==> src/rtl/dunc16_pkg.sv <==
// ---------------------------------------------------------------------------
// dunc16_pkg
// Shared constants for the dunc16 control sequencer:
//   - opcode values carried in IR_OUT
//   - phase and T-state encodings used by the timing generator
//   - mux select values for the PC, MA, MD and AC input muxes
//   - the packed {phase, tstate} state record
// No ports (package).
// ---------------------------------------------------------------------------
package dunc16_pkg;

  // Opcodes; every value not listed here executes as a NOP.
  localparam logic [3:0] OP_LDA = 4'h0;
  localparam logic [3:0] OP_STA = 4'h1;
  localparam logic [3:0] OP_ADD = 4'h2;
  localparam logic [3:0] OP_JMP = 4'h3;
  localparam logic [3:0] OP_BAN = 4'h4;
  localparam logic [3:0] OP_HLT = 4'hF;

  // Instruction phase.
  localparam logic PH_FETCH   = 1'b0;
  localparam logic PH_EXECUTE = 1'b1;

  // T-state, stored binary and expanded to one-hot at the outputs.
  localparam logic [1:0] TS_T0 = 2'd0;
  localparam logic [1:0] TS_T1 = 2'd1;
  localparam logic [1:0] TS_T2 = 2'd2;
  localparam logic [1:0] TS_T3 = 2'd3;

  // PC_SEL values.
  localparam logic SEL_PC_INC = 1'b0;
  localparam logic SEL_PC_JMP = 1'b1;

  // MA_SEL values.
  localparam logic SEL_PC = 1'b0;
  localparam logic SEL_MD = 1'b1;

  // MD_SEL values.
  localparam logic SEL_MEM = 1'b0;
  localparam logic SEL_AC  = 1'b1;

  // AC_SEL values.
  localparam logic AC_MD  = 1'b0;
  localparam logic AC_SUM = 1'b1;

  typedef struct packed {
    logic       phase;
    logic [1:0] tstate;
  } ctrl_state_t;

  localparam ctrl_state_t RESET_STATE = '{phase: PH_FETCH, tstate: TS_T0};

  // Opcodes whose EXECUTE T0 issues a memory read of the operand.
  function automatic logic op_reads_mem(input logic [3:0] op);
    return (op == OP_LDA) || (op == OP_ADD);
  endfunction

endpackage

==> src/rtl/dunc16_ctrl_if.sv <==
// ---------------------------------------------------------------------------
// dunc16_ctrl_if
// Memory handshake between the dunc16 control sequencer and the memory.
//   MEM_REQ  controller -> memory  access request
//   MEM_WE   controller -> memory  1 = write, 0 = read
//   MEM_ACK  memory -> controller  access completes this cycle
// Modports: master (controller side), slave (memory side).
// ---------------------------------------------------------------------------
interface dunc16_ctrl_if;
  logic MEM_REQ;
  logic MEM_WE;
  logic MEM_ACK;

  modport master (output MEM_REQ, output MEM_WE, input MEM_ACK);
  modport slave  (input MEM_REQ, input MEM_WE, output MEM_ACK);
endinterface

==> src/rtl/dunc16_tgen.sv <==
// ---------------------------------------------------------------------------
// dunc16_tgen
// Timing generator: {phase, tstate} register, stall counter, timeout flag.
//   CLK      in   system clock
//   RESET    in   synchronous active-high reset
//   hold     in   keep the current T-state this cycle
//   stall    in   a memory request is outstanding without ACK this cycle
//   state    out  current {phase, tstate}
//   timeout  out  this stall cycle is the WAIT_LIMIT-th without ACK
// ---------------------------------------------------------------------------
module dunc16_tgen
  import dunc16_pkg::*;
#(
  parameter int WAIT_LIMIT = 255,
  parameter int WAIT_W     = 8
) (
  input  logic        CLK,
  input  logic        RESET,
  input  logic        hold,
  input  logic        stall,
  output ctrl_state_t state,
  output logic        timeout
);

  localparam logic [WAIT_W-1:0] LAST_WAIT = WAIT_W'(WAIT_LIMIT - 1);

  logic [WAIT_W-1:0] stall_cnt;

  // The counter holds the number of stall cycles already completed, so the
  // limit is hit during the cycle that would make it WAIT_LIMIT. An ACK in
  // that cycle means it is not a stall, so the access wins over the error.
  assign timeout = stall && (stall_cnt == LAST_WAIT);

  // T-state advances unless held; T3 wraps to T0 and flips the phase.
  // The stall counter clears on every advance and whenever no stall is
  // pending, and stops at the limit because the controller halts then.
  always_ff @(posedge CLK) begin
    if (RESET) begin
      state     <= RESET_STATE;
      stall_cnt <= '0;
    end else if (!hold) begin
      state.tstate <= state.tstate + 2'd1;
      if (state.tstate == TS_T3) begin
        state.phase <= ~state.phase;
      end
      stall_cnt <= '0;
    end else if (stall && !timeout) begin
      stall_cnt <= stall_cnt + WAIT_W'(1);
    end else if (!stall) begin
      stall_cnt <= '0;
    end
  end

endmodule

==> src/rtl/dunc16_ctrl.sv <==
// ---------------------------------------------------------------------------
// dunc16_ctrl
// Control sequencer for the dunc16 16-bit accumulator datapath.
//   CLK, RESET           clock, synchronous active-high reset
//   mem                  memory handshake (MEM_REQ, MEM_WE, MEM_ACK)
//   IR_OUT               opcode from the datapath IR
//   AZ, AN               AC == 0, AC negative (AZ currently unused)
//   T0..T3               one-hot timing state
//   FETCH, EXECUTE       phase flags
//   EN_PC..EN_IR         register load enables
//   PC_SEL..AC_SEL       datapath mux selects
//   I_LDA..I_HLT         combinational opcode decodes
//   HALTED, BUS_ERR      sticky status, cleared only by RESET
// ---------------------------------------------------------------------------
module dunc16_ctrl
  import dunc16_pkg::*;
#(
  parameter int WAIT_LIMIT = 255,
  parameter int WAIT_W     = 8
) (
  input  logic             CLK,
  input  logic             RESET,
  dunc16_ctrl_if.master    mem,
  input  logic [3:0]       IR_OUT,
  input  logic             AZ,
  input  logic             AN,
  output logic             T0,
  output logic             T1,
  output logic             T2,
  output logic             T3,
  output logic             FETCH,
  output logic             EXECUTE,
  output logic             EN_PC,
  output logic             EN_MA,
  output logic             EN_MD,
  output logic             EN_AC,
  output logic             EN_IR,
  output logic             PC_SEL,
  output logic             MA_SEL,
  output logic             MD_SEL,
  output logic             AC_SEL,
  output logic             I_LDA,
  output logic             I_STA,
  output logic             I_ADD,
  output logic             I_JMP,
  output logic             I_BAN,
  output logic             I_HLT,
  output logic             HALTED,
  output logic             BUS_ERR
);

  ctrl_state_t state;
  logic        timeout;
  logic        stall;
  logic        hold;
  logic        active;
  logic        halt_now;
  logic        halted;
  logic        bus_err;
  logic        mem_req;
  logic        mem_we;
  logic        unused_inputs;

  // AZ is reserved for a future branch-on-zero opcode.
  assign unused_inputs = AZ;

  assign I_LDA = (IR_OUT == OP_LDA);
  assign I_STA = (IR_OUT == OP_STA);
  assign I_ADD = (IR_OUT == OP_ADD);
  assign I_JMP = (IR_OUT == OP_JMP);
  assign I_BAN = (IR_OUT == OP_BAN);
  assign I_HLT = (IR_OUT == OP_HLT);

  assign FETCH   = (state.phase == PH_FETCH);
  assign EXECUTE = (state.phase == PH_EXECUTE);
  assign T0      = (state.tstate == TS_T0);
  assign T1      = (state.tstate == TS_T1);
  assign T2      = (state.tstate == TS_T2);
  assign T3      = (state.tstate == TS_T3);

  // Reset and halt both silence every enable and memory strobe at once,
  // so an aborted write never sees an enable after the reset edge.
  assign active   = !RESET && !halted;
  assign halt_now = active && EXECUTE && T0 && I_HLT;
  assign stall    = mem_req && !mem.MEM_ACK;
  assign hold     = halted || stall || halt_now;

  assign mem.MEM_REQ = mem_req;
  assign mem.MEM_WE  = mem_we;
  assign HALTED      = halted;
  assign BUS_ERR     = bus_err;

  dunc16_tgen #(
    .WAIT_LIMIT (WAIT_LIMIT),
    .WAIT_W     (WAIT_W)
  ) u_tgen (
    .CLK     (CLK),
    .RESET   (RESET),
    .hold    (hold),
    .stall   (stall),
    .state   (state),
    .timeout (timeout)
  );

  // Enable/select/strobe decode from {phase, tstate, opcode}. Enables that
  // capture memory data are qualified with MEM_ACK, which only matters
  // inside request states, so a stray ACK elsewhere has no effect.
  always_comb begin
    EN_PC   = 1'b0;
    EN_MA   = 1'b0;
    EN_MD   = 1'b0;
    EN_AC   = 1'b0;
    EN_IR   = 1'b0;
    PC_SEL  = SEL_PC_INC;
    MA_SEL  = SEL_PC;
    MD_SEL  = SEL_MEM;
    AC_SEL  = AC_MD;
    mem_req = 1'b0;
    mem_we  = 1'b0;
    if (active) begin
      if (FETCH) begin
        case (state.tstate)
          TS_T0: begin
            EN_MA  = 1'b1;
            MA_SEL = SEL_PC;
          end
          TS_T1: begin
            mem_req = 1'b1;
            if (mem.MEM_ACK) begin
              EN_MD  = 1'b1;
              MD_SEL = SEL_MEM;
              EN_PC  = 1'b1;
              PC_SEL = SEL_PC_INC;
            end
          end
          TS_T2: begin
            EN_IR  = 1'b1;
            EN_MA  = 1'b1;
            MA_SEL = SEL_MD;
          end
          default: ;
        endcase
      end else begin
        case (state.tstate)
          TS_T0: begin
            if (op_reads_mem(IR_OUT)) begin
              mem_req = 1'b1;
              if (mem.MEM_ACK) begin
                EN_MD  = 1'b1;
                MD_SEL = SEL_MEM;
              end
            end else if (I_STA) begin
              EN_MD  = 1'b1;
              MD_SEL = SEL_AC;
            end else if (I_JMP || (I_BAN && AN)) begin
              EN_PC  = 1'b1;
              PC_SEL = SEL_PC_JMP;
            end
          end
          TS_T1: begin
            if (I_LDA) begin
              EN_AC  = 1'b1;
              AC_SEL = AC_MD;
            end else if (I_ADD) begin
              EN_AC  = 1'b1;
              AC_SEL = AC_SUM;
            end else if (I_STA) begin
              mem_req = 1'b1;
              mem_we  = 1'b1;
            end
          end
          default: ;
        endcase
      end
    end
  end

  // Sticky status: a bus timeout sets both flags, HLT sets only HALTED.
  always_ff @(posedge CLK) begin
    if (RESET) begin
      halted  <= 1'b0;
      bus_err <= 1'b0;
    end else begin
      if (timeout) begin
        halted  <= 1'b1;
        bus_err <= 1'b1;
      end
      if (halt_now) begin
        halted <= 1'b1;
      end
    end
  end

endmodule

==> src/flat_wrapper.sv <==
// flat-port wrapper written by rule: the top's interface ports become plain ports
module dunc16_ctrl_flat import dunc16_pkg::*;
#(
  parameter int WAIT_LIMIT = 255,
  parameter int WAIT_W     = 8
)
  (CLK, RESET, IR_OUT, AZ, AN, T0, T1, T2, T3, FETCH, EXECUTE, EN_PC, EN_MA, EN_MD, EN_AC, EN_IR, PC_SEL, MA_SEL, MD_SEL, AC_SEL, I_LDA, I_STA, I_ADD, I_JMP, I_BAN, I_HLT, HALTED, BUS_ERR, mem_MEM_REQ, mem_MEM_WE, mem_MEM_ACK);
  dunc16_ctrl_if mem_i ();
  input  logic CLK;
  input  logic RESET;
  input  logic [3:0] IR_OUT;
  input  logic AZ;
  input  logic AN;
  output logic T0;
  output logic T1;
  output logic T2;
  output logic T3;
  output logic FETCH;
  output logic EXECUTE;
  output logic EN_PC;
  output logic EN_MA;
  output logic EN_MD;
  output logic EN_AC;
  output logic EN_IR;
  output logic PC_SEL;
  output logic MA_SEL;
  output logic MD_SEL;
  output logic AC_SEL;
  output logic I_LDA;
  output logic I_STA;
  output logic I_ADD;
  output logic I_JMP;
  output logic I_BAN;
  output logic I_HLT;
  output logic HALTED;
  output logic BUS_ERR;
  output wire logic [$bits(mem_i.MEM_REQ)-1:0] mem_MEM_REQ;
  output wire logic [$bits(mem_i.MEM_WE)-1:0] mem_MEM_WE;
  input wire logic [$bits(mem_i.MEM_ACK)-1:0] mem_MEM_ACK;
  assign mem_MEM_REQ = mem_i.MEM_REQ;
  assign mem_MEM_WE = mem_i.MEM_WE;
  assign mem_i.MEM_ACK = mem_MEM_ACK;
  dunc16_ctrl #(.WAIT_LIMIT(WAIT_LIMIT), .WAIT_W(WAIT_W)) u_core (.CLK(CLK), .RESET(RESET), .mem(mem_i), .IR_OUT(IR_OUT), .AZ(AZ), .AN(AN), .T0(T0), .T1(T1), .T2(T2), .T3(T3), .FETCH(FETCH), .EXECUTE(EXECUTE), .EN_PC(EN_PC), .EN_MA(EN_MA), .EN_MD(EN_MD), .EN_AC(EN_AC), .EN_IR(EN_IR), .PC_SEL(PC_SEL), .MA_SEL(MA_SEL), .MD_SEL(MD_SEL), .AC_SEL(AC_SEL), .I_LDA(I_LDA), .I_STA(I_STA), .I_ADD(I_ADD), .I_JMP(I_JMP), .I_BAN(I_BAN), .I_HLT(I_HLT), .HALTED(HALTED), .BUS_ERR(BUS_ERR));
endmodule
==> config.mk <==
export PLATFORM = sky130hd
export DESIGN_NAME = dunc16_ctrl_flat
export DESIGN_NICKNAME = d
export VERILOG_FILES = /design/src/rtl/dunc16_pkg.sv /design/src/rtl/dunc16_ctrl_if.sv /design/src/rtl/dunc16_tgen.sv /design/src/rtl/dunc16_ctrl.sv /design/src/flat_wrapper.sv
export SDC_FILE = /design/constraint.sdc
export NUM_CORES = 1
export LEC_CHECK = 0
export CORE_UTILIZATION = 40
export CTS_CLUSTER_DIAMETER = 30
export DETAILED_ROUTE_END_ITERATION = 10
export PLACE_DENSITY = 0.74
export SLEW_MARGIN = 5
export SYNTH_ARGS = -nofsm -noshare
export SYNTH_HDL_FRONTEND = slang
export SYNTH_SLANG_ARGS = --single-unit
==> constraint.sdc <==
create_clock -name CLK -period 1.7 [get_ports CLK]
set_clock_uncertainty 0.05 [all_clocks]
set_input_delay 0.255 -clock CLK [delete_from_list [all_inputs] [get_ports CLK]]
set_output_delay 0.255 -clock CLK [all_outputs]
set_load 0.01 [all_outputs]
==> results.py <==
metrics = {
    "run_status": {
        "status": "complete, but fails checks",
        "violations": "negative setup slack",
    },
    "cells_and_area": {
        "insertedDiodeCount": 0,
        "drive_gt1_share_pct": 56.68,
        "final_common_cell": "buf_4",
        "syn2layout_area_growth_pct": 82.01,
        "fin_nets": 203,
        "layout_common_cells": "buf_4, buf_2, nor2_1",
    },
    "worst_setup_path": {
        "endpoint_kind": "primary output",
        "crit_path_start": "u_core.u_tgen.state[0]",
        "r2r-end": "u_core.u_tgen.state[2]",
        "reg2reg_depth": 6,
        "crit_required_ns": 1.39,
        "cp-start-kind": "flop",
        "r2r_slack_ns": -0.02,
        "critPathKind": "reg -> out",
        "timing.rr.start": "u_core.HALTED",
        "cp_max_fo": 2,
        "critPathArrivalTime_ns": 1.62,
    },
    "floorplanning": {
        "die_w_um": 50.98,
        "core-area_um2": 2233,
        "initial_core_util_pct": 42.97,
        "fp-row-count": 17,
        "die_area_um2": 2599,
        "ios": 34,
        "die_y_um": 50.98,
    },
    "power": {
        "p_per_area_nw_per_um2": 488.8,
        "max-vdd-ir-drop_mv": 0.5784,
        "leakage_nw": 0.7969,
        "power_w": 0.0008538,
    },
    "global_routing": {
        "grt_max_degree": 11,
        "grt.total_usage_pct": 23.88,
        "grt_pass1_wl_um": 4788,
        "overflow": 0,
        "grt_antenna_before_repair": 0,
        "first_global_vias": 1108,
    },
    "route": {
        "vias_per_cell": 5.381,
        "drc": 0,
        "routed_wl_um": 2970,
        "highest_layer": "met4",
        "vias": 1157,
        "wl_met2_um": 1543,
        "drt-wirelength-per-cell_um": 13.81,
        "dr_wl_met3_um": 148,
        "met1Wirelength_um": 1205,
        "ant_nets": 0,
        "firstDrtPassIters": 4,
        "drtIter0Drc": 11,
    },
    "clocking": {
        "root_buffer": "clkbuf_4",
        "cts_sinks": 13,
        "clk_path_buf_depth": 2,
        "cts_buffers": 3,
        "clk_pin_slew_ns": 0.08,
        "clk_latency_ns": 0.27,
        "h-tree-depth": 1,
        "cts_hold_buf": 0,
        "tritoncts": "built",
    },
    "logic_synthesis": {
        "synth_area_leaders": "dfxtp_1, ha_1, nor2_1",
        "synth_edf_count": 0,
        "synth-main-ff-cell": "dfxtp_1",
        "yosysWarningCount": 0,
        "synth-seq-area-share_pct": 27.12,
        "synthDistinctLibCells": 38,
        "yosys.area.top_type": "dfxtp_1",
        "avgSynthCellArea_um2": 8.202,
        "synthCells": 117,
        "syn-num-nets": 132,
        "synth_area_um2": 959.7,
        "ys_ff_latch": 13,
        "synth_top_area_share_pct": 27.12,
        "async_flop_share_pct": 0,
    },
    "sta": {
        "rsz0062_at_grt": "true",
        "finalCriticalPeriod_ns": 1.927,
        "worst_pin_slew_ns": 0.4840,
        "finalCritPeriodShare_pct": 113.3,
        "fin_ws_ns": -0.2269,
        "setup_viol": 11,
        "fin_setup_tns_ns": -0.7689,
        "hold_viol_final": 0,
        "fmax_mhz": 519.0,
        "relSlewSlack_pct": 67.32,
        "slew_violations": 0,
    },
    "worst_hold_path": {
        "min_to": "u_core.BUS_ERR",
        "worstHoldPathCells": 3,
        "hp-class": "in -> reg",
        "hp-start": "RESET",
    },
    "run": {
        "maxCapViolations": 0,
    },
    "place": {
        "gp_congestion": 0.7615,
        "hpwl_um": 2081,
        "portBuffers": 32,
    },
}
## state kept, by name, indices dropped and copies added (netlist names)
register,flops
u_core.HALTED,1
u_core.BUS_ERR,1
u_core.u_tgen.state,3
u_core.u_tgen.stall_cnt,8
## worst max-delay path, stage by stage (launching register included)
cell and delay [ns]:
dfxtp_2 0.33, inv_2 0.07, ha_4 0.15, nand2_4 0.04, or4_4 0.47, a21oi_2 0.15, buf_2 0.14
## synth_stat cells (3+ instances only)
cell type,count
inv_1,10
a21oi_1,8
nand2_1,4
xor2_1,3
and3_1,4
or4_1,4
nand3_1,3
and2_1,3
o31ai_1,3
clkbuf_1,5
ha_1,6
dfxtp_1,13
nor3_1,5
nor2_1,16
## layout make-up
class	count	area, um^2
repair buffers	73	580.6
clock buffers	4	26.28
inverters	10	40.04
flip-flops and latches	13	264.0
fillers	146	486.7
multi-input cells	87	800.8
well taps	28	35.03
## power by group
group	switching (W)	internal [W]	leakage (nW)	total [W]
clock	0.0000985	0.0000909	0.0150	0.000189
combinational	0.000166	0.000175	0.676	0.000341
sequential	0.00000763	0.000316	0.106	0.000323
total	0.000272	0.000581	0.797	0.000854
## logic make-up after synthesis
logic type | Yosys count | share of synthesized area [%]
AO/OA/AOI/OAI | 21 | 18.38
AND/OR/NAND/NOR | 55 | 34.55
multiplexers | 1 | 1.043
buffers and inverters | 17 | 7.432
adder cells (fa/ha/maj) | 6 | 7.822
flip-flops | 13 | 27.12
XOR/XNOR | 4 | 3.651
## worst max path at each step
stage	endpoint	slack, ns	depth (start not counted)
final	EN_MD	-0.23	6
after global routing	EN_MD	-0.31	6
after CTS	EN_MD	-0.26	6
after detailed placement	EN_PC	-0.88	6
after global placement	EN_PC	-0.84	6
after floorplan	u_core.u_tgen.state[0]	-0.06	5
## routing by layer
metal	vias up	GRT usage [%]
li1	563	-
met1	547	27.08
met2	38	44.30
met3	9	0.8929
met4	0	12.96
met5	-	0
## through the flow
step / hold slack [ns] / utilization [%] / cells / setup WS [ns] / instance area (um^2)
after floorplan: 0.4090 / - / 117 / -0.06381 / 1003
after global placement: 0.3975 / 69.80 / 204 / -0.8440 / 1559
after detailed placement: 0.3967 / 69.80 / 204 / -0.8832 / 1559
after CTS: 0.3992 / 73.28 / 214 / -0.2648 / 1637
after global routing: 0.3835 / 78.21 / 215 / -0.3143 / 1747
final: 0.3892 / 78.21 / 215 / -0.2269 / 1747
## what timing repair did
action / 4_1_cts / 5_1_grt
setup buffers: 6 / 2
pin swaps: 15 / 22
resized for setup: 93 / 34
endpoints found under the setup margin: 34 / 30
Power figures use the tool's default switching activity.
